## config.mk

```make
export PLATFORM = sky130hd
export DESIGN_NAME = rv32_hart_pc_sched_flat
export DESIGN_NICKNAME = d
export VERILOG_FILES = /design/src/rtl/rv32_hart_pc_sched_if.sv /design/src/rtl/rv32_hart_pc_sched.sv /design/src/flat_wrapper.sv
export SDC_FILE = /design/constraint.sdc
export NUM_CORES = 1
export LEC_CHECK = 0
export CORE_MARGIN = 3
export CORE_UTILIZATION = 55
export CTS_CLUSTER_SIZE = 30
export DETAILED_ROUTE_END_ITERATION = 12
export PLACE_DENSITY = 0.79
export SLEW_MARGIN = 20
export SYNTH_ARGS = -nofsm -noshare
export SYNTH_HDL_FRONTEND = slang
export SYNTH_SLANG_ARGS = --single-unit
```

## constraint.sdc

```tcl
create_clock -name clk -period 4.2 [get_ports clk]
set_input_delay 0.63 -clock clk [delete_from_list [all_inputs] [get_ports clk]]
set_output_delay 0.63 -clock clk [all_outputs]
set_load 0.01 [all_outputs]
```

## src/rtl/rv32_hart_pc_sched_if.sv

```systemverilog
// Fetch-offer and resolve bus between the barrel-hart PC scheduler and the pipeline.
//   master : scheduler side, drives the registered fetch offer and consumes resolves
//   slave  : pipeline side, accepts offers (fetch_ready) and returns next-PC results
// Signals:
//   fetch_valid/fetch_hart/fetch_pc          offer from scheduler
//   fetch_ready                              fetch stage accepts the offer this cycle
//   resolve_valid/resolve_hart               next-PC result for a hart in flight
//   resolve_has_new_pc/resolve_pc            redirect flag and target
interface rv32_hart_pc_sched_if #(
    parameter int unsigned NUM_HARTS = 8
);
    localparam int unsigned HW = $clog2(NUM_HARTS);

    logic          fetch_valid;
    logic          fetch_ready;
    logic [HW-1:0] fetch_hart;
    logic [31:0]   fetch_pc;
    logic          resolve_valid;
    logic [HW-1:0] resolve_hart;
    logic          resolve_has_new_pc;
    logic [31:0]   resolve_pc;

    modport master (
        output fetch_valid, fetch_hart, fetch_pc,
        input  fetch_ready, resolve_valid, resolve_hart, resolve_has_new_pc, resolve_pc
    );

    modport slave (
        input  fetch_valid, fetch_hart, fetch_pc,
        output fetch_ready, resolve_valid, resolve_hart, resolve_has_new_pc, resolve_pc
    );
endinterface

```

## src/rtl/rv32_hart_pc_sched.sv

```systemverilog
// Barrel-hart PC scheduler. Keeps one PC and a READY/OFFERED/IN_FLIGHT state per hart,
// presents one registered fetch offer at a time chosen round-robin among enabled READY
// harts, and updates a hart's PC when the execute stage resolves its instruction.
// Ports:
//   clk, rst     single clock, synchronous active-high reset
//   hart_en      per-hart issue enable (only gates selection, never resolves)
//   bus          fetch offer / resolve interface (master modport)
//   misalign     one-cycle pulse after an applied redirect whose target had bits[1:0] != 0
//   proto_err    sticky flag: resolve arrived for a hart that was not in flight
module rv32_hart_pc_sched #(
    parameter int unsigned NUM_HARTS      = 8,
    parameter logic [31:0] RESET_PC       = 32'h0000_0000,
    parameter logic [31:0] HART_PC_STRIDE = 32'h0000_0000
) (
    input  logic                 clk,
    input  logic                 rst,
    input  logic [NUM_HARTS-1:0] hart_en,
    rv32_hart_pc_sched_if.master bus,
    output logic                 misalign,
    output logic                 proto_err
);
    localparam int unsigned HW = $clog2(NUM_HARTS);

    typedef enum logic [1:0] {StReady, StOffered, StInFlight} hart_state_e;

    hart_state_e   state_q [NUM_HARTS];
    hart_state_e   state_d [NUM_HARTS];
    logic [31:0]   pc_q    [NUM_HARTS];
    logic [31:0]   pc_d    [NUM_HARTS];
    logic [HW-1:0] rr_ptr_q, rr_ptr_d;
    logic          fetch_valid_q, fetch_valid_d;
    logic [HW-1:0] fetch_hart_q, fetch_hart_d;
    logic [31:0]   fetch_pc_q, fetch_pc_d;
    logic          misalign_q, misalign_d;
    logic          proto_err_q, proto_err_d;

    logic          accept;
    logic          load;
    logic          sel_found;
    logic [HW-1:0] sel_hart;
    logic [HW-1:0] scan_idx;

    assign accept = fetch_valid_q & bus.fetch_ready;
    assign load   = ~fetch_valid_q | bus.fetch_ready;

    // Round-robin scan from rr_ptr_q. Uses registered state only, so a hart resolved
    // this cycle cannot be picked until the next one.
    always_comb begin
        sel_found = 1'b0;
        sel_hart  = '0;
        scan_idx  = '0;
        for (int i = 0; i < NUM_HARTS; i++) begin
            scan_idx = rr_ptr_q + HW'(i);
            if (!sel_found && (state_q[scan_idx] == StReady) && hart_en[scan_idx]) begin
                sel_found = 1'b1;
                sel_hart  = scan_idx;
            end
        end
    end

    // Resolve, accept and load touch disjoint harts (IN_FLIGHT, OFFERED, READY
    // respectively), so their updates never collide.
    always_comb begin
        state_d       = state_q;
        pc_d          = pc_q;
        rr_ptr_d      = rr_ptr_q;
        fetch_valid_d = fetch_valid_q;
        fetch_hart_d  = fetch_hart_q;
        fetch_pc_d    = fetch_pc_q;
        misalign_d    = 1'b0;
        proto_err_d   = proto_err_q;

        if (bus.resolve_valid) begin
            if (state_q[bus.resolve_hart] == StInFlight) begin
                state_d[bus.resolve_hart] = StReady;
                if (bus.resolve_has_new_pc) begin
                    pc_d[bus.resolve_hart] = {bus.resolve_pc[31:2], 2'b00};
                    misalign_d             = |bus.resolve_pc[1:0];
                end else begin
                    pc_d[bus.resolve_hart] = pc_q[bus.resolve_hart] + 32'd4;
                end
            end else begin
                proto_err_d = 1'b1;
            end
        end

        if (accept) begin
            state_d[fetch_hart_q] = StInFlight;
            rr_ptr_d              = fetch_hart_q + HW'(1);
        end

        if (load) begin
            fetch_valid_d = sel_found;
            if (sel_found) begin
                fetch_hart_d      = sel_hart;
                fetch_pc_d        = pc_q[sel_hart];
                state_d[sel_hart] = StOffered;
            end
        end
    end

    always_ff @(posedge clk) begin
        if (rst) begin
            for (int h = 0; h < NUM_HARTS; h++) begin
                pc_q[h]    <= RESET_PC + HART_PC_STRIDE * 32'(h);
                state_q[h] <= StReady;
            end
            rr_ptr_q      <= '0;
            fetch_valid_q <= 1'b0;
            fetch_hart_q  <= '0;
            fetch_pc_q    <= '0;
            misalign_q    <= 1'b0;
            proto_err_q   <= 1'b0;
        end else begin
            pc_q          <= pc_d;
            state_q       <= state_d;
            rr_ptr_q      <= rr_ptr_d;
            fetch_valid_q <= fetch_valid_d;
            fetch_hart_q  <= fetch_hart_d;
            fetch_pc_q    <= fetch_pc_d;
            misalign_q    <= misalign_d;
            proto_err_q   <= proto_err_d;
        end
    end

    assign bus.fetch_valid = fetch_valid_q;
    assign bus.fetch_hart  = fetch_hart_q;
    assign bus.fetch_pc    = fetch_pc_q;
    assign misalign        = misalign_q;
    assign proto_err       = proto_err_q;
endmodule

```

## src/flat_wrapper.sv

```systemverilog
// flat-port wrapper written by rule: the top's interface ports become plain ports
module rv32_hart_pc_sched_flat 
#(
    parameter int unsigned NUM_HARTS      = 8,
    parameter logic [31:0] RESET_PC       = 32'h0000_0000,
    parameter logic [31:0] HART_PC_STRIDE = 32'h0000_0000
)
  (clk, rst, hart_en, misalign, proto_err, bus_fetch_valid, bus_fetch_hart, bus_fetch_pc, bus_fetch_ready, bus_resolve_valid, bus_resolve_hart, bus_resolve_has_new_pc, bus_resolve_pc);
  rv32_hart_pc_sched_if #(.NUM_HARTS(NUM_HARTS)) bus_i ();
  input  logic clk;
  input  logic rst;
  input  logic [NUM_HARTS-1:0] hart_en;
  output logic misalign;
  output logic proto_err;
  output wire logic [$bits(bus_i.fetch_valid)-1:0] bus_fetch_valid;
  output wire logic [$bits(bus_i.fetch_hart)-1:0] bus_fetch_hart;
  output wire logic [$bits(bus_i.fetch_pc)-1:0] bus_fetch_pc;
  input wire logic [$bits(bus_i.fetch_ready)-1:0] bus_fetch_ready;
  input wire logic [$bits(bus_i.resolve_valid)-1:0] bus_resolve_valid;
  input wire logic [$bits(bus_i.resolve_hart)-1:0] bus_resolve_hart;
  input wire logic [$bits(bus_i.resolve_has_new_pc)-1:0] bus_resolve_has_new_pc;
  input wire logic [$bits(bus_i.resolve_pc)-1:0] bus_resolve_pc;
  assign bus_fetch_valid = bus_i.fetch_valid;
  assign bus_fetch_hart = bus_i.fetch_hart;
  assign bus_fetch_pc = bus_i.fetch_pc;
  assign bus_i.fetch_ready = bus_fetch_ready;
  assign bus_i.resolve_valid = bus_resolve_valid;
  assign bus_i.resolve_hart = bus_resolve_hart;
  assign bus_i.resolve_has_new_pc = bus_resolve_has_new_pc;
  assign bus_i.resolve_pc = bus_resolve_pc;
  rv32_hart_pc_sched #(.NUM_HARTS(NUM_HARTS), .RESET_PC(RESET_PC), .HART_PC_STRIDE(HART_PC_STRIDE)) u_core (.clk(clk), .rst(rst), .hart_en(hart_en), .bus(bus_i), .misalign(misalign), .proto_err(proto_err));
endmodule
```

Word level (Yosys, flattened, before mapping)
Index checks and enable logic that the tools add are counted.
{ "op_classes": {"eq_ne": 1, "n_bitwise": 25, "mux": 81, "n_reduce_logical": 38, "order_cmp": 22, "addsub": 9} }
{ "ops": {"columns": ["operator", "count"], "rows": [
  ["256-bit bitwise mux", 2],
  ["256-bit two-way mux", 1],
  ["32-bit binary-select mux with 3-bit select", 2],
  ["32-bit two-way mux", 5],
  ["32-bit demux with 3-bit select", 1],
  ["16-bit two-way mux", 5],
  ["2-bit binary-select mux with 3-bit select", 9],
  ["4-bit >= comparator, second input constant", 11],
  ["3-bit NOT with 4-bit output", 11],
  ["2-bit two-way mux", 21],
  ["32-bit by 3-bit adder with 32-bit output, second input constant", 1],
  ["3-bit by 4-bit < comparator with 1-bit output, second input constant", 8],
  ["1-bit binary-select mux with 3-bit select", 8],
  ["3-bit two-way mux", 8],
  ["2-bit demux with 3-bit select", 3],
  ["1-bit logical AND", 18],
  ["16-bit bitwise AND", 1],
  ["8-bit bitwise AND", 2],
  ["2-bit zero test", 8],
  ["1-bit two-way mux", 16],
  ["16-bit NOT", 1],
  ["8-bit NOT", 2],
  ["8-bit OR", 2],
  ["3-bit adder, second input constant", 4],
  ["11 further kinds", 26]
]} }
{ "totals": {"reg_bits": 313, "word_cells": 198, "out_inout_bits": 38, "input_bits": 48} }

Longest topological paths before layout
Gate-level depths: netlist of run 1.
{ "depth": {"word_depth": 44, "depth_mapped": 17, "mapped_depth_nobuf": 12} }

Worst setup path before layout of run 1
OpenSTA, ideal clock, no wires.
{ "synth_path": {"path_kind": "register to register", "startpoint": "register u_core.rr_ptr_q[0]", "endpoint": "register u_core.fetch_pc_q[28] (netlist: u_core.bus.fetch_pc[28])", "period_less_slack_ns": 3.866, "setup_ns": 0.117, "path_slack_ns": 0.334, "arrival_ns": 3.748, "required_ns": 4.083, "stages_incl_launch_ff": 15, "path_buffers": 3, "path_cell_list": "dfxtp_1 buf_6 inv_2 ha_1 clkbuf_1 mux4_2 mux2_2 a21oi_2 a21oi_1 and2_1 nor3_4 buf_4 mux4_2 a22oi_1 nand2_1"} }
{ "synth_between": {"elab_chain_len": 39, "elab_cells_between_ends": 106, "cone_classes": "add/sub (7); mux (59); bitwise (9); reduce/logical (31)"} }
{ "synth_rtl": {"columns": ["element", "line_no", "rtl"], "rows": [
  ["from (decl)", "rv32_hart_pc_sched.sv:30", "logic [HW-1:0] rr_ptr_q, rr_ptr_d;"],
  ["from (signal assigned)", "rv32_hart_pc_sched.sv:117", "rr_ptr_q <= rr_ptr_d;"],
  ["parallel branches: the longest is 39 deep, another holds 3-bit by 1-bit adder with 3-bit output", null, null],
  ["to (signal assigned)", "rv32_hart_pc_sched.sv:120", "fetch_pc_q <= fetch_pc_d;"],
  ["to (decl)", "rv32_hart_pc_sched.sv:33", "logic [31:0] fetch_pc_q, fetch_pc_d;"]
]} }
Several ways; the timed one is not identified. The select of a mux whose other input is x is not followed.
A chain may end at the register's enable or synchronous reset.

Worst setup path after layout of run 1
{ "layout_path": {"startpoint": "input port hart_en[3]", "endpoint": "register u_core.fetch_pc_q[10] (netlist: u_core.bus.fetch_pc[10])"} }
{ "layout_between": {"elab_chain_len": 36, "elab_cells_between_ends": 59, "cone_classes": "mux (35); bitwise (1); reduce/logical (23)"} }
{ "layout_rtl": {"columns": ["element", "line_no", "rtl"], "rows": [
  ["from (decl)", "flat_wrapper.sv:12", "input logic [NUM_HARTS-1:0] hart_en;"],
  ["1-bit binary-select mux with 3-bit select", "rv32_hart_pc_sched.sv:54", "if (!sel_found && (state_q[scan_idx] == StReady) && hart_en[scan_idx]) begin"],
  ["1-bit two-way mux (not written as such)", "rv32_hart_pc_sched.sv:54", null],
  ["1-bit logical AND", "rv32_hart_pc_sched.sv:54", null],
  ["1-bit two-way mux", "rv32_hart_pc_sched.sv:54", null],
  ["1-bit zero test", "rv32_hart_pc_sched.sv:54", null],
  ["1-bit logical AND (2 in series)", "rv32_hart_pc_sched.sv:54", null],
  ["1-bit two-way mux", "rv32_hart_pc_sched.sv:54", null],
  ["1-bit zero test", "rv32_hart_pc_sched.sv:54", null],
  ["(+16 left out)", null, null],
  ["1-bit logical AND (2 in series)", "rv32_hart_pc_sched.sv:54", null],
  ["1-bit two-way mux", "rv32_hart_pc_sched.sv:54", null],
  ["1-bit zero test", "rv32_hart_pc_sched.sv:54", null],
  ["1-bit logical AND (2 in series)", "rv32_hart_pc_sched.sv:54", null],
  ["3-bit two-way mux", "rv32_hart_pc_sched.sv:54", null],
  ["3-bit NOT with 4-bit output (not written as such)", "rv32_hart_pc_sched.sv:96", "fetch_pc_d = pc_q[sel_hart];"],
  ["32-bit binary-select mux with 3-bit select", "rv32_hart_pc_sched.sv:96", null],
  ["32-bit two-way mux (not written as such) (2 in series)", "rv32_hart_pc_sched.sv:96", null]
]} }
Several ways; a longest one is shown, not always the timed one. The select of a mux whose other input is x is not followed.

==> flow_metrics.py, run 1 <==
metrics = {
    "pwr": {
        "power_leakage_nw": 7.15,
        "power.ir.vdd_worst_uv": 337,
        "p_total_w": 0.00960,
        "power_per_cell_area_nw_per_um2": 476,
    },
    "cts": {
        "clk_latency_ns": 0.52,
        "tritoncts": "done",
        "h-tree-depth": 2,
        "cts.path.max_buffers": 3,
        "cts.sinks": 313,
        "post-cts-setup-buffer-count": 0,
        "clk_pin_slew_ns": 0.06,
        "cts_inserted_buffers": 35,
        "ctsRootBufferMaster": "sky130_fd_sc_hd__clkbuf_16",
    },
    "layout": {
        "fill_cells": 2261,
        "antenna_cells_inserted": 0,
        "flow.area_growth_from_synthesis_pct": 20.8,
        "multiInputGateArea_um2": 9680,
        "sequential_cell_area_um2": 6270,
        "final_net_count": 2018,
        "finalCoreUtilization": 0.677,
        "layout-drive-gt1-share": 0.207,
    },
    "floorplan": {
        "dieHeight_um": 180,
        "floorplan.initialDensity": 0.560,
        "io_pins": 86,
        "num_rows": 63,
        "core-area_um2": 29800,
        "die_width_um": 180,
        "floorplan.die_area_um2": 32500,
    },
    "global_routing": {
        "antenna_found_initial": 1,
        "grt_start_max_net_pins": 101,
        "grt_remaining_overflow": 0,
        "groute.layer.met3.usage": 0.0848,
        "grt_pass1_wl_mm": 88.8,
        "globalRouteTotalUtil": 0.336,
        "grt_busiest_layer": "met2",
        "global_routing_usage_on_met1": 0.440,
        "vias_in_the_first_global_route": 16025,
        "grt_use_met2": 0.525,
    },
    "setup_path": {
        "crit_chain": "clkdlybuf4s50_1, nor3b_1, mux2i_1, mux4_2, a32o_2, a221o_1, a221oi_4, nor2_4, buf_12, buf_12, mux4_2, a22oi_1, nand2_1",
        "path_delay_family": "compound AO/OA/AOI/OAI gates",
        "worst_ep_arrival_time_ns": 4.42,
        "crit_fanout": 12,
        "critical_path_buf_inv_count": 3,
        "crit_path_start_kind": "primary input",
        "critical_path_s_slowest_cell": "sky130_fd_sc_hd__mux4_2",
        "cp.required_ns": 4.61,
        "worst_setup_path_end_kind": "flip-flop",
        "crit_path_max_incr_delay_ns": 0.51,
        "worstSetupPathType": "in2reg",
    },
    "route": {
        "routed_wl_mm": 56.0,
        "routed_wire_length_per_instance_um": 23.5,
        "post-route-drc-count": 0,
        "dr.pass1.iters": 6,
        "vias": 16197,
        "ant_nets": 0,
        "drt_iter0_markers": 2093,
        "routed_via_density": 6.81,
    },
    "timing": {
        "finClkSkew_ns": 0.0104,
        "fmaxAchievable_ghz": 0.249,
        "post-route-min-period_ns": 4.01,
        "fin_crit_sh": 0.955,
        "timing_worst_slew_pin_value_ns": 0.944,
        "totalNegativeSetupSlack_ns": 0,
        "worst_hold_slack_ns": 0.445,
        "max-slew-margin-rel": 0.371,
        "slew_viol_final": 0,
        "number_of_endpoints_failing_setup_at_the_final_stage": 0,
        "finalHoldViolCount": 0,
        "unrepaired_setup_endpoints_after_global_routing": "no",
    },
    "synth": {
        "netlist.area_leader.share": 0.375,
        "yosys_warnings": 0,
        "synth-seq-cells": 313,
        "synth_area_leaders": "sky130_fd_sc_hd__dfxtp_1 (38%), sky130_fd_sc_hd__mux4_2 (13%), sky130_fd_sc_hd__nor2_1 (7.5%), sky130_fd_sc_hd__a211oi_1 (7.3%), sky130_fd_sc_hd__nand2_1 (3.9%)",
        "synthesis.area_per_instance_um2": 9.21,
        "netlist.top_cell.by_area": "sky130_fd_sc_hd__dfxtp_1",
        "synth_cell_types": 89,
        "synth.net_count": 1864,
        "synth_enable_flop_cells": 0,
        "syn-instance-count": 1812,
        "synth_seq_area_share": 0.375,
        "syn-cell-area_um2": 16700,
        "synth_top_flop_cell": "sky130_fd_sc_hd__dfxtp_1",
        "asyncSetResetFlopFracSynth": 0,
    },
    "place": {
        "io_buffer_count": 85,
        "place.detailed.hpwl_mm": 37.8,
        "place.gp.congestion": 0.910,
    },
    "job": {
        "cap_viol_max_count": 0,
    },
    "hold_path": {
        "hold_path.class": "reg2reg",
    },
    "run_status": {
        "status": "finished clean",
    },
}
==> per-layer routing <==
metal,vias up,wire [um]
li1,7059,-
met1,7703,21000
met4,2,2800
met3,273,6940
met5,-,9
met2,1160,25300
==> final timing paths <==
check / start / to / slack [ns] / depth (start not counted)
min: u_core.bus.fetch_pc[16] / u_core.bus.fetch_pc[16] / 0.45 / 2
max reg2reg: u_core.rr_ptr_q[0] / u_core.bus.fetch_pc[10] / 0.25 / 13
min reg2reg: u_core.bus.fetch_pc[16] / u_core.bus.fetch_pc[16] / 0.45 / 2
max: hart_en[3] / u_core.bus.fetch_pc[10] / 0.19 / 13
==> registers in the layout (all words and copies together) (netlist names) <==
signal	cells
u_core.bus.fetch_hart	3
u_core.bus.fetch_pc	32
u_core.bus.fetch_valid	1
u_core.misalign	1
u_core.pc_q	256
u_core.proto_err	1
u_core.rr_ptr_q	3
u_core.state_q	16
==> power by group <==
| part | total (W) | internal, W | switching (W) | leakage (nW) |
|---|---|---|---|---|
| logic | 0.00339 | 0.00161 | 0.00178 | 4.07 |
| clock network | 0.00302 | 0.00178 | 0.00124 | 0.550 |
| registers | 0.00320 | 0.00307 | 0.000127 | 2.53 |
==> Yosys cell counts (6+ instances only) <==
| cell type | instances |
|---|---|
| sky130_fd_sc_hd__inv_1 | 17 |
| sky130_fd_sc_hd__a311oi_1 | 17 |
| sky130_fd_sc_hd__mux4_2 | 98 |
| sky130_fd_sc_hd__nor3_1 | 67 |
| sky130_fd_sc_hd__nor2_1 | 333 |
| sky130_fd_sc_hd__buf_4 | 14 |
| sky130_fd_sc_hd__o22a_1 | 7 |
| sky130_fd_sc_hd__o21ai_1 | 15 |
| sky130_fd_sc_hd__buf_2 | 44 |
| sky130_fd_sc_hd__xor2_1 | 13 |
| sky130_fd_sc_hd__mux2_2 | 27 |
| sky130_fd_sc_hd__nand2_1 | 174 |
| sky130_fd_sc_hd__nand2b_1 | 6 |
| sky130_fd_sc_hd__xnor2_1 | 14 |
| sky130_fd_sc_hd__nor2b_1 | 12 |
| sky130_fd_sc_hd__nand3b_1 | 9 |
| sky130_fd_sc_hd__dfxtp_1 | 313 |
| sky130_fd_sc_hd__buf_6 | 6 |
| sky130_fd_sc_hd__a221oi_1 | 40 |
| sky130_fd_sc_hd__and2_1 | 9 |
| sky130_fd_sc_hd__mux2i_1 | 43 |
| sky130_fd_sc_hd__nand3_1 | 14 |
| sky130_fd_sc_hd__nor3b_1 | 10 |
| sky130_fd_sc_hd__a21oi_1 | 62 |
| sky130_fd_sc_hd__or3b_1 | 8 |
| sky130_fd_sc_hd__clkbuf_1 | 86 |
| sky130_fd_sc_hd__a221o_1 | 11 |
| sky130_fd_sc_hd__o21ai_0 | 9 |
| sky130_fd_sc_hd__a22oi_1 | 47 |
| sky130_fd_sc_hd__o22ai_1 | 7 |
| sky130_fd_sc_hd__a211oi_1 | 163 |
| sky130_fd_sc_hd__and3_1 | 7 |
| sky130_fd_sc_hd__nor2_2 | 11 |
==> area by class of cell <==
cell class | instances | area share
Sequential cell | 313 | 0.311
Inverter | 20 | 0.00372
Timing Repair Buffer | 272 | 0.126
Clock buffer | 54 | 0.0520
Tap cell | 390 | 0.0242
Clock inverter | 7 | 0.00384
Multi-Input combinational cell | 1324 | 0.480
==> metrics by stage <==
step           setup WS [ns]  cell area [um^2]  instances
2_1_floorplan          0.334             16700       1812
3_3_place_gp          -0.204             19000       2319
3_5_place_dp          -0.310             19000       2319
4_1_cts                0.224             20200       2380
5_1_grt               0.0151             20200       2380
6_report               0.188             20200       2380
==> cell families (layout without fill, tap and decap cells) <==
group	after synthesis	count (layout)	synth area share
compound gates	416	416	0.185
fa+ha+maj	4	4	0.00300
simple gates	706	706	0.193
mux	171	171	0.181
flops	313	313	0.375
buf+inv	175	353	0.0485
xor+xnor	27	27	0.0142
==> placed cells by master, fill, tap and decap left out, types with 24 or more instances in the layout <==
master	n
sky130_fd_sc_hd__clkbuf_16	36
sky130_fd_sc_hd__buf_12	24
sky130_fd_sc_hd__nor2_1	330
sky130_fd_sc_hd__clkdlybuf4s50_1	80
sky130_fd_sc_hd__nor3_1	67
sky130_fd_sc_hd__buf_4	162
sky130_fd_sc_hd__a211oi_1	163
sky130_fd_sc_hd__mux2i_1	43
sky130_fd_sc_hd__mux4_2	98
sky130_fd_sc_hd__a22oi_1	47
sky130_fd_sc_hd__a21oi_1	62
sky130_fd_sc_hd__mux2_2	27
sky130_fd_sc_hd__nand2_1	174
sky130_fd_sc_hd__a221oi_1	40
sky130_fd_sc_hd__dfxtp_1	313
==> worst min-delay path, cell delays in order (launching register included) <==
cell                      delay [ns]
sky130_fd_sc_hd__dfxtp_1        0.31
sky130_fd_sc_hd__nand2_1        0.05
sky130_fd_sc_hd__nand2_1        0.04
==> repair_timing <==
action,4_1_cts,5_1_grt
resized for setup,0,2
hold buffers,0,0
setup endpoints to repair,0,27
(Power assumes the default switching activity.)
==> run 2: changes to the inputs <==
==> constraint.sdc (replaced) <==
create_clock -name clk -period 4.2 [get_ports clk]
set_input_delay 0.63 -clock clk [delete_from_list [all_inputs] [get_ports clk]]
set_output_delay 0.63 -clock clk [all_outputs]
set_load 0.05 [all_outputs]
==> results of run 2 <==
The final DEF is identical to that of run 1. Status: finished clean.
Main changes from that run: total power 0.00960 W -> 0.00968 W
